### src/rtl/cpu_pkg.sv
// Shared opcode, ALU-select and sequencer types for the ALU issue front end.
// Latency: n/a (declarations only).
// Backpressure: n/a.
package cpu_pkg;

    // LEGv8 11-bit opcode fields handled by the issue sequencer
    localparam logic [10:0] OP_ADD  = 11'b10001011000;
    localparam logic [10:0] OP_SUB  = 11'b11001011000;
    localparam logic [10:0] OP_AND  = 11'b10001010000;
    localparam logic [10:0] OP_ORR  = 11'b10101010000;
    localparam logic [10:0] OP_LDUR = 11'b11111000010;
    localparam logic [10:0] OP_STUR = 11'b11111000000;
    // CBZ only fixes the top 8 bits; the low 3 belong to the immediate
    localparam logic [7:0]  OP_CBZ8 = 8'b10110100;

    // ALU operation select encodings
    localparam logic [3:0] ALU_AND = 4'b0000;
    localparam logic [3:0] ALU_OR  = 4'b0001;
    localparam logic [3:0] ALU_ADD = 4'b0010;
    localparam logic [3:0] ALU_SUB = 4'b0110;

    typedef enum logic [1:0] {
        IDLE,
        WAIT,
        RESP
    } state_t;

    typedef enum logic [1:0] {
        CLS_R,
        CLS_MEM,
        CLS_CBZ,
        CLS_ILLEGAL
    } op_class_t;

    // Where ALU operand B comes from
    typedef enum logic [1:0] {
        BSRC_RM,
        BSRC_IMM,
        BSRC_ZERO
    } bsrc_t;

    typedef struct packed {
        logic [3:0] sel;
        bsrc_t      b_src;
        op_class_t  cls;
    } dec_t;

endpackage

### src/rtl/alu_op_decode.sv
// Opcode decoder: 11-bit LEGv8 opcode to ALU select, operand-B source and op class.
// Latency: purely combinational.
// Backpressure: none; follows the opcode input.
module alu_op_decode
    import cpu_pkg::*;
(
    input  logic [10:0] opcode,
    output dec_t        dec
);

    // Exact-match R/D formats first; CBZ is a prefix match on the top 8 bits
    always_comb begin
        dec = '{sel: ALU_AND, b_src: BSRC_RM, cls: CLS_ILLEGAL};
        case (opcode)
            OP_ADD:  dec = '{sel: ALU_ADD, b_src: BSRC_RM,  cls: CLS_R};
            OP_SUB:  dec = '{sel: ALU_SUB, b_src: BSRC_RM,  cls: CLS_R};
            OP_AND:  dec = '{sel: ALU_AND, b_src: BSRC_RM,  cls: CLS_R};
            OP_ORR:  dec = '{sel: ALU_OR,  b_src: BSRC_RM,  cls: CLS_R};
            OP_LDUR: dec = '{sel: ALU_ADD, b_src: BSRC_IMM, cls: CLS_MEM};
            OP_STUR: dec = '{sel: ALU_ADD, b_src: BSRC_IMM, cls: CLS_MEM};
            default: begin
                if (opcode[10:3] == OP_CBZ8) begin
                    dec = '{sel: ALU_SUB, b_src: BSRC_ZERO, cls: CLS_CBZ};
                end
            end
        endcase
    end

endmodule

### src/rtl/alu_issue_ctrl.sv
// ALU issue sequencer: decodes one LEGv8 op, drives the ALU, captures result/zero, hands it on.
// Latency: accept at edge k -> out_valid after edge k+1+ALU_LATENCY; illegal ops after edge k.
// Backpressure: single op in flight; in_ready low from accept until the response is taken.
module alu_issue_ctrl
    import cpu_pkg::*;
#(
    parameter int DATA_W      = 64,
    parameter int ALU_LATENCY = 1
)
(
    input  logic              clk,
    input  logic              rst,
    input  logic              in_valid,
    output logic              in_ready,
    input  logic [10:0]       in_opcode,
    input  logic [DATA_W-1:0] in_rn_data,
    input  logic [DATA_W-1:0] in_rm_data,
    input  logic [DATA_W-1:0] in_imm,
    input  logic [4:0]        in_rd,
    output logic [3:0]        alu_select,
    output logic [DATA_W-1:0] alu_input1,
    output logic [DATA_W-1:0] alu_input2,
    input  logic [DATA_W-1:0] alu_result,
    input  logic              alu_zero,
    output logic              out_valid,
    input  logic              out_ready,
    output logic [DATA_W-1:0] out_result,
    output logic              out_zero,
    output logic [4:0]        out_rd,
    output logic              out_reg_write,
    output logic              out_is_mem,
    output logic              out_branch_taken,
    output logic              out_illegal
);

    // ALU_LATENCY tops out at 7
    localparam int CNT_W = 3;

    state_t            state;
    state_t            state_nxt;
    logic [CNT_W-1:0]  count;
    op_class_t         cls_q;
    dec_t              dec;
    logic              issue_ld;
    logic              cap_ld;
    logic              illegal_ld;
    logic [DATA_W-1:0] op_a;
    logic [DATA_W-1:0] op_b;

    alu_op_decode u_dec (
        .opcode (in_opcode),
        .dec    (dec)
    );

    // Operand steering: CBZ tests Rt against zero, memory ops add the offset
    always_comb begin
        op_a = (dec.cls == CLS_CBZ) ? in_rm_data : in_rn_data;
        op_b = in_rm_data;
        case (dec.b_src)
            BSRC_IMM:  op_b = in_imm;
            BSRC_ZERO: op_b = '0;
            default:   op_b = in_rm_data;
        endcase
    end

    // State register
    always_ff @(posedge clk) begin
        if (rst) begin
            state <= IDLE;
        end else begin
            state <= state_nxt;
        end
    end

    // Next-state and load strobes; handshake outputs decode straight from state
    always_comb begin
        state_nxt  = state;
        issue_ld   = 1'b0;
        cap_ld     = 1'b0;
        illegal_ld = 1'b0;
        in_ready   = (state == IDLE);
        out_valid  = (state == RESP);
        case (state)
            IDLE: begin
                if (in_valid) begin
                    if (dec.cls == CLS_ILLEGAL) begin
                        illegal_ld = 1'b1;
                        state_nxt  = RESP;
                    end else begin
                        issue_ld  = 1'b1;
                        state_nxt = WAIT;
                    end
                end
            end
            WAIT: begin
                if (count == '0) begin
                    cap_ld    = 1'b1;
                    state_nxt = RESP;
                end
            end
            RESP: begin
                if (out_ready) begin
                    state_nxt = IDLE;
                end
            end
            default: state_nxt = IDLE;
        endcase
    end

    // Datapath: ALU drive, latency counter and response capture; all hold when idle
    always_ff @(posedge clk) begin
        if (rst) begin
            alu_select       <= '0;
            alu_input1       <= '0;
            alu_input2       <= '0;
            count            <= '0;
            cls_q            <= CLS_R;
            out_result       <= '0;
            out_zero         <= 1'b0;
            out_rd           <= '0;
            out_reg_write    <= 1'b0;
            out_is_mem       <= 1'b0;
            out_branch_taken <= 1'b0;
            out_illegal      <= 1'b0;
        end else begin
            if (issue_ld) begin
                alu_select <= dec.sel;
                alu_input1 <= op_a;
                alu_input2 <= op_b;
                cls_q      <= dec.cls;
                out_rd     <= in_rd;
                count      <= CNT_W'(ALU_LATENCY);
            end else if (state == WAIT && count != '0) begin
                count <= count - 1'b1;
            end

            if (illegal_ld) begin
                out_result       <= '0;
                out_zero         <= 1'b0;
                out_rd           <= in_rd;
                out_reg_write    <= 1'b0;
                out_is_mem       <= 1'b0;
                out_branch_taken <= 1'b0;
                out_illegal      <= 1'b1;
            end

            if (cap_ld) begin
                out_result       <= alu_result;
                out_zero         <= alu_zero;
                out_reg_write    <= (cls_q == CLS_R);
                out_is_mem       <= (cls_q == CLS_MEM);
                out_branch_taken <= (cls_q == CLS_CBZ) && alu_zero;
                out_illegal      <= 1'b0;
            end
        end
    end

endmodule

### config.mk
export PLATFORM = sky130hd
export DESIGN_NAME = alu_issue_ctrl
export DESIGN_NICKNAME = d
export VERILOG_FILES = /design/src/rtl/cpu_pkg.sv /design/src/rtl/alu_op_decode.sv /design/src/rtl/alu_issue_ctrl.sv
export SDC_FILE = /design/constraint.sdc
export NUM_CORES = 1
export LEC_CHECK = 0
export ABC_AREA = 1
export CORE_AREA = 2 2 190 192
export DETAILED_ROUTE_END_ITERATION = 7
export DIE_AREA = 0 0 192 194
export PLACE_DENSITY_LB_ADDON = 0.08
export SYNTH_ARGS = -nofsm -noshare
export SYNTH_HDL_FRONTEND = slang
export SYNTH_SLANG_ARGS = --single-unit
### constraint.sdc
create_clock -name clk -period 1.8 [get_ports clk]
set_input_delay 0.18 -clock clk [delete_from_list [all_inputs] [get_ports clk]]
set_output_delay 0.18 -clock clk [all_outputs]
set_load 0.03 [all_outputs]
==> key figures, run 1 <==
Setup path
  – CP required: approximately 1.6 ns
  – Worst Path Arrival: roughly 1.6 ns
  – Worst Path Buf+Inv: 1
  – Reg2Reg Capture Point: out_branch_taken
  – Slowest stage cell, crit path: clkdlybuf4s50_1
  – Crit-path cells: clkdlybuf4s50_1
  – Critical path class: reg -> out
  – Slowest cell delay on critical path: 0.73 ns
  – Setup slack, reg-to-reg: around 0.24 ns
  – Cell family with most CP delay: buffers and inverters
  – Setup crit start: alu_input1[16]
  – R2R cell count: 8
  – Worst r2r src: state[1]
  – Critical Path Fanout Max: 2
  – Worst setup EP type: primary output
  – Crit start category: register

Global routing
  – First-pass GRT wire length: about 69 mm
  – Grt total ovfl: 0
  – Vias in the first global route: 12598
  – Initial antenna violation count: 11
  – GRT Resource Usage Total: 0.233
  – Pin count of the biggest net entering global routing: 78

Power and ir drop
  – Pleak: 8.74 nW
  – Max rail drop VDD: about 0.00057 V
  – Seq pwr share: 0.369
  – Switching share of power: 0.273
  – Net switching power: around 3.6 mW
  – Combinational share of power: 0.196
  – P_int: 9.63 mW
  – Clock share of power: 0.435
  – PD cells: 722 nW/µm²

Die
  – DIE WIDTH: ~190 µm
  – Die Area: around 37000 µm²
  – Ports: roughly 490
  – # rows: 69
  – Core ar.: between 30000 and 40000 µm²
  – Initial core utilization: 0.324
  – Die Height: just under 200 µm

Synthesis
  – Synthesis-stage register bit count: 212
  – Yosys Warn Count: 0
  – Mapped Cells: around 1900
  – Syn Area/Cell: 6.01 µm²
  – Library cells used by synthesis: 27
  – Syn nets: 2181
  – Synthesized cell area: about 11000 µm²
  – Synth area leader: dfxtp_1
  – Seq/Total Area, Yosys: 0.371
  – Leading post-synthesis cells by cell area: dfxtp_1 37%, nand2_1 18%, inv_1 11%
  – Post-synth top area share: 0.371

Hold path
  – Hold EP: alu_input2[7]
  – HP Class: in -> reg
  – Hold Path Depth: 4
  – Worst Min Path Start: in_valid

Cells and area
  – Layout cells sized above 1: 0.0662
  – Fin nets: approximately 2600
  – Syn-to-layout area delta: 60.6%
  – Fin cells: between 2000 and 3000

Place
  – Post-DP HPWL: 32.2 mm
  – Gpl congestion: between 0.8 and 0.9
  – Number of buffers added on ports: 483
  – Cells after DPL: 2778

CTS
  – CTS Hold Buffers Added: 0
  – Clk root buf: clkbuf_16
  – Clock Sinks: between 200 and 250
  – Worst-skew pair later-pin latency: between 0.5 and 0.6 ns
  – CTS H-tree lvls: 1
  – Inserted Clock Buffers: 27
  – Worst-path clk slew: around 0.06 ns
  – CTS Buffer Depth: 3
  – CTS tree: done

STA
  – Fin Setup TNS: 0 ns
  – Endpoints failing hold: 0
  – Tcrit/Tclk final: 0.990
  – Period minus WS final: ~1.8 ns
  – Final-report setup violation count: 0
  – Fin. max-slew vios: 0
  – Skew final: between 0.009 and 0.01 ns
  – Max Fclk: 561 MHz

Route
  – WL final: ~46 mm
  – Avg WL per Cell: around 16 µm
  – Via count: approximately 13000
  – Drc violations: 0
  – Post-route ant nets: 0
  – Drt initial violations: between 700 and 800
  – Pre-Repair DR Iteration Count: 5
  – Via density per instance: ~4.7

Flow run
  – # Max-Cap Violations: 0

Outcome
  – Status: complete, no violations
-- synthesized netlist by cell type (all sizes together) --
cell      n
o21bai    1
conb      1
buf      60
nand3   146
xor2      1
clkinv    1
o31ai     1
a21oi   138
o21ai     8
dfxtp   212
ha        2
nor3      6
clkbuf   82
nand4   132
nand2   540
o211ai    1
inv     347
a31oi     1
or2       1
nor2    221
-- power groups by stage --
| stage | registers (mW) | logic (mW) | clock network [mW] |
|---|---|---|---|
| CTS | 4.89 | 2.57 | 5.92 |
| global placement | 4.99 | 2.44 | 0 |
| finish | 4.89 | 2.60 | 5.77 |
| global route | 4.91 | 2.79 | 6.06 |
| detailed placement | 5.00 | 2.43 | 0 |
| floorplan | 5.21 | 0.891 | 0 |
-- metal layers --
metal  global-route usage  share of wire
met1                0.284           0.41
met2                0.393           0.47
met3               0.0570          0.087
met4               0.0953          0.034
met5                    0        0.00059
-- cell usage in the layout (no fill, tap or decap), types with 4 or more instances in the layout --
master | netlist | layout
inv_2 | 17 | 18
nor3_1 | 4 | 4
bufinv_16 | 0 | 4
buf_12 | 0 | 33
inv_1 | 330 | 329
clkbuf_8 | 0 | 7
clkdlybuf4s50_1 | 0 | 410
buf_4 | 6 | 43
dlygate4sd2_1 | 0 | 46
dfxtp_1 | 212 | 211
dlymetal6s2s_1 | 0 | 23
clkbuf_16 | 0 | 28
nand4_1 | 132 | 132
nand3_1 | 144 | 142
diode_2 | 0 | 10
nand2_1 | 540 | 539
clkbuf_1 | 82 | 6
a21oi_1 | 138 | 138
o21ai_0 | 7 | 7
nor2_1 | 219 | 218
-- metrics by stage --
step	hold slack (ns)	cell area (µm²)	power (mW)	util	worst slack, ns
floorplan	0.328	11400	6.10	-	0.129
global placement	0.430	17300	7.43	0.490	-0.387
detailed placement	0.433	17300	7.43	0.490	-0.439
CTS	0.0700	18200	13.4	0.518	0.0000807
global route	0.0955	18300	13.8	0.521	-0.0000145
finish	0.0975	18300	13.3	0.521	0.0181
-- how the worst max path moves through the flow --
stage	endpoint	depth (start not counted)
after floorplan	alu_select[0]	6
after global placement	out_is_mem	10
after detailed placement	out_result[8]	9
after CTS	alu_input1[7]	1
after global routing	in_ready	4
final	alu_input1[16]	1
-- state kept, by name, indices dropped and copies added (netlist names) --
name              count
cls_q                 2
alu_select            3
count                 3
out_result           64
state                 2
alu_input2           64
out_rd                5
out_reg_write         1
alu_input1           64
out_zero              1
out_illegal           1
out_branch_taken      1
out_is_mem            1
-- cell type report --
cell class | instances | area [µm²]
timing repair buffer | 562 | 5920
inverter | 348 | 1310
antenna | 10 | 25.0
multi-input combinational | 1200 | 5320
tap | 461 | 577
fill | 3596 | 16900
sequential | 212 | 4250
clock inverter | 9 | 154
clock buffer | 40 | 795
-- cells by family after synthesis --
group,share of synthesized area
buffers and inverters,0.167
AO/OA/AOI/OAI,0.0665
adder cells (fa/ha/maj),0.00219
XOR/XNOR,0.000767
flip-flops,0.371
other,0.000328
AND/OR/NAND/NOR,0.392
-- what timing repair did --
| item | CTS | global route |
|---|---|---|
| pin swaps | 1 | 1 |
| buffers inserted | 1 | 1 |
| cloned | 2 | 1 |
| resized for setup | 49 | 27 |
| setup endpoints to repair | 48 | 29 |
Note: power is estimated with default switching activity, not from simulation.
==> run 2: changes to the inputs <==
--- a/config.mk
+++ b/config.mk
@@ -6,9 +6,10 @@
 export NUM_CORES = 1
 export LEC_CHECK = 0
 export ABC_AREA = 1
-export CORE_AREA = 2 2 190 192
+export CORE_AREA = 2 2 187 189
 export DETAILED_ROUTE_END_ITERATION = 7
-export DIE_AREA = 0 0 192 194
+export DIE_AREA = 0 0 189 191
+export GPL_TIMING_DRIVEN = 0
 export PLACE_DENSITY_LB_ADDON = 0.08
 export SYNTH_ARGS = -nofsm -noshare
 export SYNTH_HDL_FRONTEND = slang
==> key figures, run 2 (same netlist as run 1, synthesis figures left out) <==
Outcome
  – Status: complete, no violations

Die
  – Ports: 485
  – Initial core utilization: 0.335
  – # rows: 68
  – DIE WIDTH: between 150 and 200 µm
  – Die Area: 36100 µm²
  – Core ar.: between 30000 and 40000 µm²
  – Die Height: roughly 190 µm

STA
  – Period minus WS final: between 1.5 and 2 ns
  – Tcrit/Tclk final: 0.999
  – Fin. max-slew vios: 0
  – Skew final: between 0.01 and 0.015 ns
  – Fin Setup TNS: 0 ns
  – RSZ-0062 raised after global routing: true
  – Worst-margin pin slew: approximately 0.64 ns
  – Final-report setup violation count: 0
  – Setup ws final: between 0.0009 and 0.001 ns
  – Endpoints failing hold: 0
  – Rel. slew slack: 0.577
  – Max Fclk: roughly 560 MHz

Cells and area
  – Most common cell after layout, fill and taps aside: nand2_1
  – Layout cells sized above 1: 0.0736
  – Commonest cells after routing, fill and taps aside: 538 x nand2_1, 421 x clkdlybuf4s50_1, 327 x inv_1
  – Register area: approximately 4200 µm²
  – Area of the multi-input gates: 5380 µm²
  – Biggest regs: alu_input1: 64 flops, alu_input2: 64 flops, out_result: 64 flops
  – Fillers: between 3000 and 4000
  – Syn-to-layout area delta: 60.5%
  – Fin nets: 2706
  – Finished Core Util: 0.538

Global routing
  – Initial antenna violation count: 8
  – GRT Resource Usage Total: 0.254
  – Vias in the first global route: 13043
  – Pin count of the biggest net entering global routing: 13
  – First-pass GRT wire length: about 72 mm
  – Grt total ovfl: 0

Hold path
  – Worst Min Path Start: alu_result[13]
  – HP Class: in -> reg
  – Hold Path Depth: 3
  – Hold EP: out_result[13]

Setup path
  – Reg2Reg Capture Point: alu_input2[7]
  – Worst Path Arrival: between 1.5 and 2 ns
  – Critical Path Fanout Max: 8
  – Crit start category: register
  – Critical path class: reg -> out
  – Worst setup EP type: primary output
  – Setup slack, reg-to-reg: between 0.1 and 0.15 ns
  – Worst r2r src: state[0]
  – R2R cell count: 6
  – CP required: 1.62 ns

Place
  – Number of buffers added on ports: 481
  – DP Worst Slack: -1.13 ns
  – Gpl congestion: around 0.9
  – Post-DP HPWL: ~37 mm

CTS
  – Clock Sinks: approximately 210
  – CTS H-tree lvls: 1
  – Clk root buf: clkbuf_16
  – Worst-skew pair later-pin latency: 0.54 ns
  – CTS tree: done
  – Inserted Clock Buffers: 26
  – CTS Buffer Depth: 3
  – Worst-path clk slew: 0.06 ns

Route
  – Drc violations: 0
  – Drt initial violations: 628
  – WL final: ~48 mm
  – Via density per instance: between 4 and 5
  – Post-route ant nets: 0
  – Avg WL per Cell: about 17 µm
  – Pre-Repair DR Iteration Count: 6
  – Via count: ~13000

Power and ir drop
  – PD cells: slightly above 700 nW/µm²
  – Tot Pwr: 12.9 mW
  – Max rail drop VDD: 0.000709 V
  – Pleak: approximately 9 nW

Flow run
  – # Max-Cap Violations: 0
run 2: changes by cell type in the layout (fill, tap and decap cells not counted), moves of 7 or more:
cell             change
dlygate4sd2_1       -28
clkbuf_1            +49
buf_12              -26
clkdlybuf4s50_1     +11
dlymetal6s2s_1      +18
clkbuf_4            +10
buf_1               +11
buf_6                +7
clkbuf_2            +21
buf_2               +16
buf_4               -13
run 2: metal layers:
layer / track usage / wire length, µm
met5: 0 / 16
met4: 0.0766 / 1260
met3: 0.0692 / 3700
met2: 0.467 / 23800
met1: 0.286 / 19200
run 2: cell type report:
type                       count  share of cell area
clock inverter                 6             0.00437
sequential                   212               0.232
tap                          455              0.0310
multi-input combinational   1200               0.293
buffer                       139              0.0431
antenna                        7            0.000955
clock buffer                  40              0.0439
timing repair buffer         500               0.280
inverter                     348              0.0714
run 2: critical path: stages (launching register included):
cell       delay (ns)
dfxtp_4          0.36
nor2_4           0.23
clkbuf_16        0.22
clkbuf_16        0.15
buf_8            0.12
run 2: report_power, final:
part / internal (mW) / switching (mW) / leakage, nW / total [mW]
logic: 1.14 / 1.42 / 6.69 / 2.56
registers: 4.82 / 0.0724 / 1.71 / 4.89
clock network: 3.33 / 2.13 / 0.440 / 5.46
total: 9.29 / 3.62 / 8.85 / 12.9
run 2: worst max-delay path by stage:
stage | from | end
2_1_floorplan | state[0] | alu_select[0]
3_3_place_gp | in_opcode[7] | alu_input1[27]
3_5_place_dp | in_opcode[7] | alu_input1[27]
4_1_cts | state[0] | in_ready
5_1_grt | state[0] | in_ready
6_report | state[0] | in_ready
run 2: timing repair:
action,4_1_cts,5_1_grt
cloned,0,1
setup endpoints to repair,226,238
gates resized for setup,86,114
hold buffers,0,0
pin swaps,6,6
buffers inserted,10,8
run 2: stage by stage:
| step | std cells | hold WS [ns] | area (µm²) |
|---|---|---|---|
| floorplan | 1902 | 0.328 | 11400 |
| detailed placement | 2838 | 0.442 | 16800 |
| finish | 2907 | 0.209 | 18300 |
| global route | 2907 | 0.208 | 18300 |
| CTS | 2894 | 0.193 | 18000 |
| global placement | 2838 | 0.432 | 16800 |
